### config.mk
export PLATFORM = sky130hd
export DESIGN_NAME = aurora_tx_arbiter
export DESIGN_NICKNAME = d
export VERILOG_FILES = /design/src/rtl/aurora_tx_arbiter.sv
export SDC_FILE = /design/constraint.sdc
export NUM_CORES = 1
export LEC_CHECK = 0
export BUFFER_PORTS_ARGS = -buffer_cell sky130_fd_sc_hd__buf_4
export CORE_MARGIN = 2
export CORE_UTILIZATION = 51
export DETAILED_ROUTE_END_ITERATION = 6
export HOLD_SLACK_MARGIN = 0.02
export PLACE_DENSITY = 0.9
export SYNTH_ARGS = -nofsm -noshare
export SYNTH_HDL_FRONTEND = slang
export SYNTH_SLANG_ARGS = --single-unit
export TNS_END_PERCENT = 10
### constraint.sdc
create_clock -name m_axis_aclk -period 4.14 [get_ports m_axis_aclk]
set_clock_uncertainty 0.2 [all_clocks]
set_input_delay 0.621 -clock m_axis_aclk [delete_from_list [all_inputs] [get_ports m_axis_aclk]]
set_output_delay 0.621 -clock m_axis_aclk [all_outputs]
set_load 0.03 [all_outputs]
### src/rtl/aurora_tx_arbiter.sv
// Purpose : packet-atomic arbiter sharing the Aurora 8b10b TX AXI-Stream between the host path (src0) and the RX->TX loopback FIFO (src1).
// Latency : 1 cycle of arbitration in IDLE, then a combinational passthrough of the granted source in SEND.
// Backpressure: the granted source sees m_axis_tready directly and the ungranted source is held at tready=0. In DRAIN the granted source is drained with tready=1.
//
// Ports:
//   m_axis_aclk / m_axis_aresetn   user clock, async active-low reset
//   mode[1:0]                      0=src0 only, 1=src1 only, 2=round-robin, 3=src0 fixed priority
//   channel_up                     Aurora channel status (synchronous to m_axis_aclk)
//   s0_axis_* / s1_axis_*          source streams (tvalid/tdata/tlast in, tready out)
//   m_axis_*                       stream to Aurora s_axi_tx_* (tvalid/tdata/tlast out, tready in)
//   pkt_cnt0 / pkt_cnt1            packets completed per source, wrapping
//   drop_cnt                       packets cut by link drop or truncation, saturating
//   busy                           arbiter is not in IDLE
module aurora_tx_arbiter #(
    parameter int DATA_W    = 32,
    parameter int CNT_W     = 16,
    parameter int MAX_BEATS = 64
) (
    input  logic              m_axis_aclk,
    input  logic              m_axis_aresetn,
    input  logic [1:0]        mode,
    input  logic              channel_up,
    input  logic              s0_axis_tvalid,
    input  logic [DATA_W-1:0] s0_axis_tdata,
    input  logic              s0_axis_tlast,
    output logic              s0_axis_tready,
    input  logic              s1_axis_tvalid,
    input  logic [DATA_W-1:0] s1_axis_tdata,
    input  logic              s1_axis_tlast,
    output logic              s1_axis_tready,
    output logic              m_axis_tvalid,
    output logic [DATA_W-1:0] m_axis_tdata,
    output logic              m_axis_tlast,
    input  logic              m_axis_tready,
    output logic [CNT_W-1:0]  pkt_cnt0,
    output logic [CNT_W-1:0]  pkt_cnt1,
    output logic [CNT_W-1:0]  drop_cnt,
    output logic              busy
);

    localparam int                BEAT_W    = $clog2(MAX_BEATS);
    localparam logic [BEAT_W-1:0] LAST_BEAT = BEAT_W'(MAX_BEATS - 1);

    localparam logic [1:0] MODE_SRC0 = 2'd0;
    localparam logic [1:0] MODE_SRC1 = 2'd1;
    localparam logic [1:0] MODE_RR   = 2'd2;

    typedef enum logic [1:0] {
        ST_IDLE  = 2'd0,
        ST_SEND  = 2'd1,
        ST_DRAIN = 2'd2
    } state_t;

    state_t             state_q, state_d;
    logic               grant_q, grant_d;
    logic               last_served_q, last_served_d;
    logic [BEAT_W-1:0]  beat_cnt_q, beat_cnt_d;
    logic [CNT_W-1:0]   pkt_cnt0_q, pkt_cnt0_d;
    logic [CNT_W-1:0]   pkt_cnt1_q, pkt_cnt1_d;
    logic [CNT_W-1:0]   drop_cnt_q, drop_cnt_d;

    logic               pick_vld;
    logic               pick_src;
    logic               src_vld;
    logic [DATA_W-1:0]  src_dat;
    logic               src_lst;
    logic               src_rdy;
    logic               at_max;
    logic               pkt_inc;
    logic               drop_inc;

    // Granted-source view of the two input streams.
    assign src_vld = grant_q ? s1_axis_tvalid : s0_axis_tvalid;
    assign src_dat = grant_q ? s1_axis_tdata  : s0_axis_tdata;
    assign src_lst = grant_q ? s1_axis_tlast  : s0_axis_tlast;
    assign at_max  = (beat_cnt_q == LAST_BEAT);

    // Requester selection. Only evaluated while IDLE, so a mode change mid-packet
    // takes effect at the next arbitration.
    always_comb begin
        pick_vld = 1'b0;
        pick_src = 1'b0;
        case (mode)
            MODE_SRC0: begin
                pick_vld = s0_axis_tvalid;
                pick_src = 1'b0;
            end
            MODE_SRC1: begin
                pick_vld = s1_axis_tvalid;
                pick_src = 1'b1;
            end
            MODE_RR: begin
                pick_vld = s0_axis_tvalid | s1_axis_tvalid;
                pick_src = (s0_axis_tvalid & s1_axis_tvalid) ? ~last_served_q : s1_axis_tvalid;
            end
            default: begin
                pick_vld = s0_axis_tvalid | s1_axis_tvalid;
                pick_src = ~s0_axis_tvalid;
            end
        endcase
    end

    always_comb begin
        state_d       = state_q;
        grant_d       = grant_q;
        last_served_d = last_served_q;
        beat_cnt_d    = beat_cnt_q;
        pkt_inc       = 1'b0;
        drop_inc      = 1'b0;
        m_axis_tvalid = 1'b0;
        m_axis_tdata  = '0;
        m_axis_tlast  = 1'b0;
        src_rdy       = 1'b0;

        case (state_q)
            ST_IDLE: begin
                if (channel_up && pick_vld) begin
                    grant_d    = pick_src;
                    beat_cnt_d = '0;
                    state_d    = ST_SEND;
                end
            end

            ST_SEND: begin
                m_axis_tdata = src_dat;
                m_axis_tlast = src_lst | at_max;
                if (!channel_up) begin
                    // Link fell before this beat was taken: hide it from Aurora and
                    // keep the source stalled this cycle. The rest of the packet,
                    // including this beat, is discarded in DRAIN. A tlast beat that
                    // was accepted while the link was still up has already completed.
                    state_d  = ST_DRAIN;
                    drop_inc = 1'b1;
                end else begin
                    m_axis_tvalid = src_vld;
                    src_rdy       = m_axis_tready;
                    if (src_vld && m_axis_tready) begin
                        if (src_lst) begin
                            pkt_inc       = 1'b1;
                            last_served_d = grant_q;
                            beat_cnt_d    = '0;
                            state_d       = ST_IDLE;
                        end else if (at_max) begin
                            // Oversized packet: close it on the wire with a forced
                            // tlast, count it as sent and as cut, then discard the tail.
                            pkt_inc  = 1'b1;
                            drop_inc = 1'b1;
                            state_d  = ST_DRAIN;
                        end else begin
                            beat_cnt_d = beat_cnt_q + 1'b1;
                        end
                    end
                end
            end

            ST_DRAIN: begin
                src_rdy = 1'b1;
                if (src_vld && src_lst) begin
                    last_served_d = grant_q;
                    state_d       = ST_IDLE;
                end
            end

            default: begin
                state_d = ST_IDLE;
            end
        endcase

        pkt_cnt0_d = pkt_cnt0_q;
        pkt_cnt1_d = pkt_cnt1_q;
        drop_cnt_d = drop_cnt_q;
        if (pkt_inc) begin
            if (grant_q) begin
                pkt_cnt1_d = pkt_cnt1_q + 1'b1;
            end else begin
                pkt_cnt0_d = pkt_cnt0_q + 1'b1;
            end
        end
        if (drop_inc && (drop_cnt_q != {CNT_W{1'b1}})) begin
            drop_cnt_d = drop_cnt_q + 1'b1;
        end
    end

    always_ff @(posedge m_axis_aclk or negedge m_axis_aresetn) begin
        if (!m_axis_aresetn) begin
            state_q       <= ST_IDLE;
            grant_q       <= 1'b0;
            last_served_q <= 1'b1;
            beat_cnt_q    <= '0;
            pkt_cnt0_q    <= '0;
            pkt_cnt1_q    <= '0;
            drop_cnt_q    <= '0;
        end else begin
            state_q       <= state_d;
            grant_q       <= grant_d;
            last_served_q <= last_served_d;
            beat_cnt_q    <= beat_cnt_d;
            pkt_cnt0_q    <= pkt_cnt0_d;
            pkt_cnt1_q    <= pkt_cnt1_d;
            drop_cnt_q    <= drop_cnt_d;
        end
    end

    assign s0_axis_tready = src_rdy & ~grant_q;
    assign s1_axis_tready = src_rdy &  grant_q;
    assign pkt_cnt0       = pkt_cnt0_q;
    assign pkt_cnt1       = pkt_cnt1_q;
    assign drop_cnt       = drop_cnt_q;
    assign busy           = (state_q != ST_IDLE);

endmodule
==> results of run 1 <==
-- registers in the layout (all words and copies together), names as in the netlist --
name,count
beat_cnt_q,6
drop_cnt,16
grant_q,1
last_served_q,1
pkt_cnt0,16
pkt_cnt1,16
state_q,2
-- per-layer routing --
metal	vias up	GRT usage [%]	wire, um
li1	1556	-	-
met4	0	13.4	233
met2	141	45.5	4850
met5	-	0	0
met1	1541	29.8	3620
met3	20	5.58	739
-- through the flow --
step	hold WS, ps	cell area [um^2]	total power [mW]
6_report	126	4850	2.55
5_1_grt	199	4850	2.68
4_1_cts	154	4850	2.56
3_5_place_dp	268	4670	2.08
3_3_place_gp	262	4670	2.04
2_1_floorplan	125	3430	1.62
-- how the worst min path moves through the flow --
| stage | start | end | depth (start not counted) | slack (ps) |
|---|---|---|---|---|
| CTS | m_axis_aresetn | pkt_cnt1[1] | 1 | 150 |
| floorplan | m_axis_aresetn | beat_cnt_q[0] | 0 | 130 |
| global placement | pkt_cnt1[15] | pkt_cnt1[15] | 1 | 260 |
| detailed placement | pkt_cnt1[15] | pkt_cnt1[15] | 1 | 270 |
| global route | m_axis_aresetn | pkt_cnt1[6] | 1 | 200 |
| finish | m_axis_aresetn | pkt_cnt1[5] | 1 | 130 |
-- worst register-to-register path, stage by stage, from the launching register on --
cell,delay (ps)
dfrtp_1,400
inv_1,90
ha_1,240
inv_1,80
buf_4,250
or2_2,400
o21ai_1,190
a221o_1,240
mux2_1,330
-- area by class of cell --
type | count | area, um^2 | area share, %
timing repair buffer | 160 | 1200 | 24.8
inverter | 12 | 45.0 | 0.930
tap | 77 | 96.3 | 1.99
clock inverter | 2 | 12.5 | 0.258
clock buffer | 12 | 165 | 3.41
sequential | 58 | 1450 | 30.0
multi-input combinational | 269 | 1870 | 38.6
-- synthesized netlist by cell type (7+ instances only) --
cell type	n	area share (%)
and3_1	10	1.8
dfrtp_1	57	42
ha_1	7	2.6
inv_1	12	1.3
mux2i_1	34	9.9
nand2_1	26	2.8
nand3_1	21	3.1
nand4_1	16	2.9
nor2_1	44	4.8
o21ai_0	8	1.2
xnor2_1	37	9.4
xor2_1	8	2.0
-- cells by family (layout without fill, tap and decap cells) --
kind of cell               after synthesis  in the layout  share of synthesized area (%)
AOI/OAI and AO/OA                       33             33                           6.97
xor gates and xnor gates                45             45                           11.5
adders and majority gates                7              7                           2.55
buffers and inverters                   24            186                           3.06
DFF                                     58             58                           42.4
muxes                                   39             39                           11.6
and+or+nand+nor                        145            145                           22.0
-- power groups by stage --
| stage | clock network (mW) | logic [mW] | registers (mW) |
|---|---|---|---|
| 2_1_floorplan | 0 | 0.834 | 0.785 |
| 3_3_place_gp | 0 | 1.30 | 0.741 |
| 3_5_place_dp | 0 | 1.33 | 0.745 |
| 4_1_cts | 0.482 | 1.34 | 0.735 |
| 5_1_grt | 0.507 | 1.43 | 0.750 |
| 6_report | 0.478 | 1.33 | 0.737 |
==> out/results.tsv, run 1 <==
metric	value	unit
outcome	finished, final reports clean	
via_per_inst	5.52	
port_buffers	158	
cts_root_buf	clkbuf_8	
rows	29	
cp-endpoint	m_axis_tdata[3]	
cp_cell_sequence	buf_4, mux2i_1, nor2_1, buf_4	
ctsResizeCount	0	
core	6420	um^2
relSlewSlack	53.1	%
dieArea	7400	um^2
drt_iter0_drc	213	
ant_nets	0	
cts.sinks	58	
fin_nets	591	
cpMaxStageDelayCell	dfrtp_2	
critPathMostFrequentCell	buf_4	
wirelength	9440	um
crit_buf_inv	2	
hpwlAfterDp	7300	um
synth_cell_types	46	
ys.flop_type	dfrtp_1	
grt_start_max_net_pins	59	
rr_worst_depth	8	
cts_tree	built	
overflow	0	
synth_edf_count	0	
place_ws	1660	ps
clockPowerShare	18.8	%
hold_violations	0	
layout_commonest_cell	buf_4	
stdcell_count	590	
grtUsageTotal	26.0	%
path_class	flop to primary output	
place_congestion	0.905	
p_leak	2.46	nW
drc	0	
cpPeakStageDelay	560	ps
cts_max_level	3	
grt_pass1_wl	15100	um
cap_violations	0	
finalSetupTns	0	ps
crit_path_end_kind	primary output	
setup_ws	1440	ps
synth_seq_cells	58	
ir_worst_vdd	0.442	mV
num-fill-cells	454	
crit_path_start_kind	flop	
syn_area_per_cell	9.77	um^2
max_freq	370	MHz
rrSetupSlack	1610	ps
synthArstFlopShare	100	%
r2r_start	state_q[1]	
post_drt_wl_per_cell	16.0	um
switching_share	44.5	%
finish.utilization	75.5	%
area_growth	41.3	%
tightest_slew	704	ps
yosysSeqAreaShare	42.4	%
syn-num-nets	432	
slew_violations	0	
period_share	65.3	%
dr.pass1.iters	4	
power.switching	1.13	mW
r2r_end	state_q[1]	
pwr_density_cell	525	nW/um^2
fin_crit	2700	ps
required	3320	ps
start_util	53.4	%
ios	159	
p_comb_share	52.3	%
hold_class	input port to asynchronous set/reset pin	
seq_power_share	28.9	%
critPathArrivalTime	1880	ps
startpoint	grant_q	
internal_power	1.41	mW
postCtsSetupBuffers	0	
clkTransAtPathRegs	60	ps
first_global_vias	3279	
rsz0062_at_grt	no	
die_w	86.0	um
syn_area	3430	um^2
cts_made_buffers	9	
hold_buffers	0	
clk-insertion-delay-late	350	ps
critical-path-top-delay-family	buffers and inverters	
cp_num_cells	4	
ctsLongestPathBuffers	2	
most-common-layout-cells	buf_4 (160), dfrtp_1 (56), nor2_1 (44)	
critPathMaxFanout	28	
vias	3258	
antenna_found_initial	0	
finalSetupViolCount	0	
diodes	0	
drive_gt1_share	37.0	%
yosysWarnings	0	
die_h	86.0	um
dp_cells	576	
syn_inst	351	
(Power assumes the default switching activity.)
==> run 2, diff against run 1 <==
- CORE_UTILIZATION: 51 -> 47
- PLACE_DENSITY: 0.9 -> 0.84
- clock period: 4.14 -> 2.8 ns (I/O delays scaled with it)
==> run 2 against run 1 <==
Clock power rose by 65%; register-to-register slack got worse by 1200 ps; wire length fell by 2.5%; cell count rose by 4.6%; critical endpoint is now m_axis_tdata[15]; sequential power rose by 44%; power rose by 50%; highest routed layer unchanged; non-clock buffer count rose by 1; critical path depth rose by 2; global-route usage fell by 2.7 points; design area rose by 1.4%; setup slack got worse by 1100 ps.
==> out/results.tsv, run 2 (same netlist as run 1, synthesis figures left out) <==
metric	value	unit	change
outcome	finished, final reports clean		
rsz0062_at_grt	no		
drt_iter0_drc	166		-22%
cap_violations	0		unchanged
final_area	4910	um^2	+1.4%
drc	0		unchanged
pwr_density_cell	779	nW/um^2	+48%
overflow	0		unchanged
clk-insertion-delay-late	340	ps	about the same
fin_total_pwr	3.83	mW	+50%
wl_met3	651	um	-12%
core	7180	um^2	+12%
clkTransAtPathRegs	70	ps	about the same
cpPeakStageDelay	370	ps	-190 ps
top_layer_used	met4		
dp_cells	598		+3.8%
ctsLongestPathBuffers	2		unchanged
cts.sinks	58		unchanged
p_leak	2.48	nW	+0.77%
cts_made_buffers	9		unchanged
wirelength	9200	um	-2.5%
finalSetupViolCount	0		unchanged
hold_violations	0		unchanged
final-seq-area	1450	um^2	unchanged
dr.pass1.iters	4		unchanged
fin_nets	592		+0.17%
required	2180	ps	-1140 ps
cts_tree	built		
area_growth	43.3	%	
relSlewSlack	52.5	%	-0.56 points
ios	159		unchanged
most-common-layout-cells	buf_4 (160), dfrtp_1 (56), nor2_1 (44)		
routed-wl-met2	4690	um	-3.2%
critPathArrivalTime	1890	ps	about the same
max_freq	398	MHz	
setup_ws	289	ps	-1150 ps
rows	31		+6.9%
path_class	flop to primary output		
multiInputGateArea	1870	um^2	unchanged
dieArea	8000	um^2	+8.1%
layout_commonest_cell	buf_4		
critPathMaxFanout	33		+18%
post_drt_wl_per_cell	14.9	um	-6.7%
start_util	47.8	%	-5.6 points
cts_root_buf	clkbuf_8		
ctsResizeCount	0		unchanged
cpMaxStageDelayCell	buf_4		
grt_start_max_net_pins	59		unchanged
crit_path_start_kind	flop		
cts_max_level	3		unchanged
antenna_found_initial	2		+2
finalSetupTns	0	ps	unchanged
drive_gt1_share	37.2	%	+0.17 points
place_ws	429	ps	-1230 ps
ant_nets	0		unchanged
ir_worst_vdd	0.461	mV	+4.3%
die_w	89.4	um	+4.0%
crit_path_end_kind	primary output		
hold_class	input port to flop		
place_area	4700	um^2	+0.59%
vias	3227		-0.95%
fin_crit	2510	ps	
first_global_vias	3069		-6.4%
wl_met1	3530	um	-2.5%
die_h	89.4	um	+4.0%
place_congestion	0.871		-3.7%
grtUsageTotal	23.3	%	-2.7 points
grt_pass1_wl	14300	um	-5.0%
port_buffers	158		unchanged
hpwlAfterDp	7150	um	-2.0%
via_per_inst	5.23		-5.3%
num-fill-cells	591		+30%
period_share	89.7	%	
stdcell_count	617		+4.6%
tightest_slew	712	ps	+8.38 ps
cp_cell_sequence	inv_1, ha_1, inv_1, buf_4, nor2_1, buf_4		
slew_violations	0		unchanged
run 2: cell types whose count changed in the layout (fill, tap and decap cells not counted):
| cell | change |
|---|---|
| clkinv_2 | +2 |
| bufinv_16 | +1 |
| dlygate4sd3_1 | +1 |
| diode_2 | +2 |
| clkbuf_8 | -1 |
run 2: metrics by stage:
stage               hold slack [ps]  utilization (%)
detailed placement              270             65.4
global placement                263             65.4
finish                          211             68.5
CTS                             208             68.4
global route                    233             68.5
floorplan                     -75.6                -
run 2: layout make-up:
cell class,instances,share of cell area (%)
clock inverters,5,1.07
clock buffers,11,3.08
flip-flops and latches,58,29.6
diodes,2,0.102
repair buffers,161,24.6
well taps,99,2.52
inverters,12,0.916
multi-input cells,269,38.1
run 2: what timing repair did:
item                                   in CTS  in global routing
hold buffers                                1                  0
endpoints found under the hold margin      57                  0
setup buffers                               0                  0
run 2: where the power goes:
group          switching, mW  internal (mW)  total (mW)
Sequential             0.113          0.944        1.06
Combinational           1.22          0.763        1.98
Clock                  0.337          0.454       0.791
Total                   1.67           2.16        3.83
run 2: routing by layer:
| layer | track usage, % | vias up |
|---|---|---|
| met5 | 0 | - |
| met2 | 41.0 | 124 |
| li1 | - | 1564 |
| met3 | 6.09 | 20 |
| met4 | 11.3 | 0 |
| met1 | 26.1 | 1519 |
run 2: worst paths after layout:
kind	from	to	slack, ps	cells after the start
setup / recovery	state_q[1]	m_axis_tdata[15]	290	6
hold / removal	mode[0]	grant_q	210	3
setup reg to reg	drop_cnt[0]	drop_cnt[1]	400	6
hold reg to reg	pkt_cnt1[15]	pkt_cnt1[15]	290	1
max in group asynchronous	m_axis_aresetn	grant_q	1400	2
min in group asynchronous	m_axis_aresetn	pkt_cnt1[11]	480	2
run 2: worst max-delay path, delay by kind of cell, from the launching register on:
family	cells	cell delay (ps)
buf+inv	4	830
flops	1	360
fa+ha+maj	1	240
simple gates	1	120
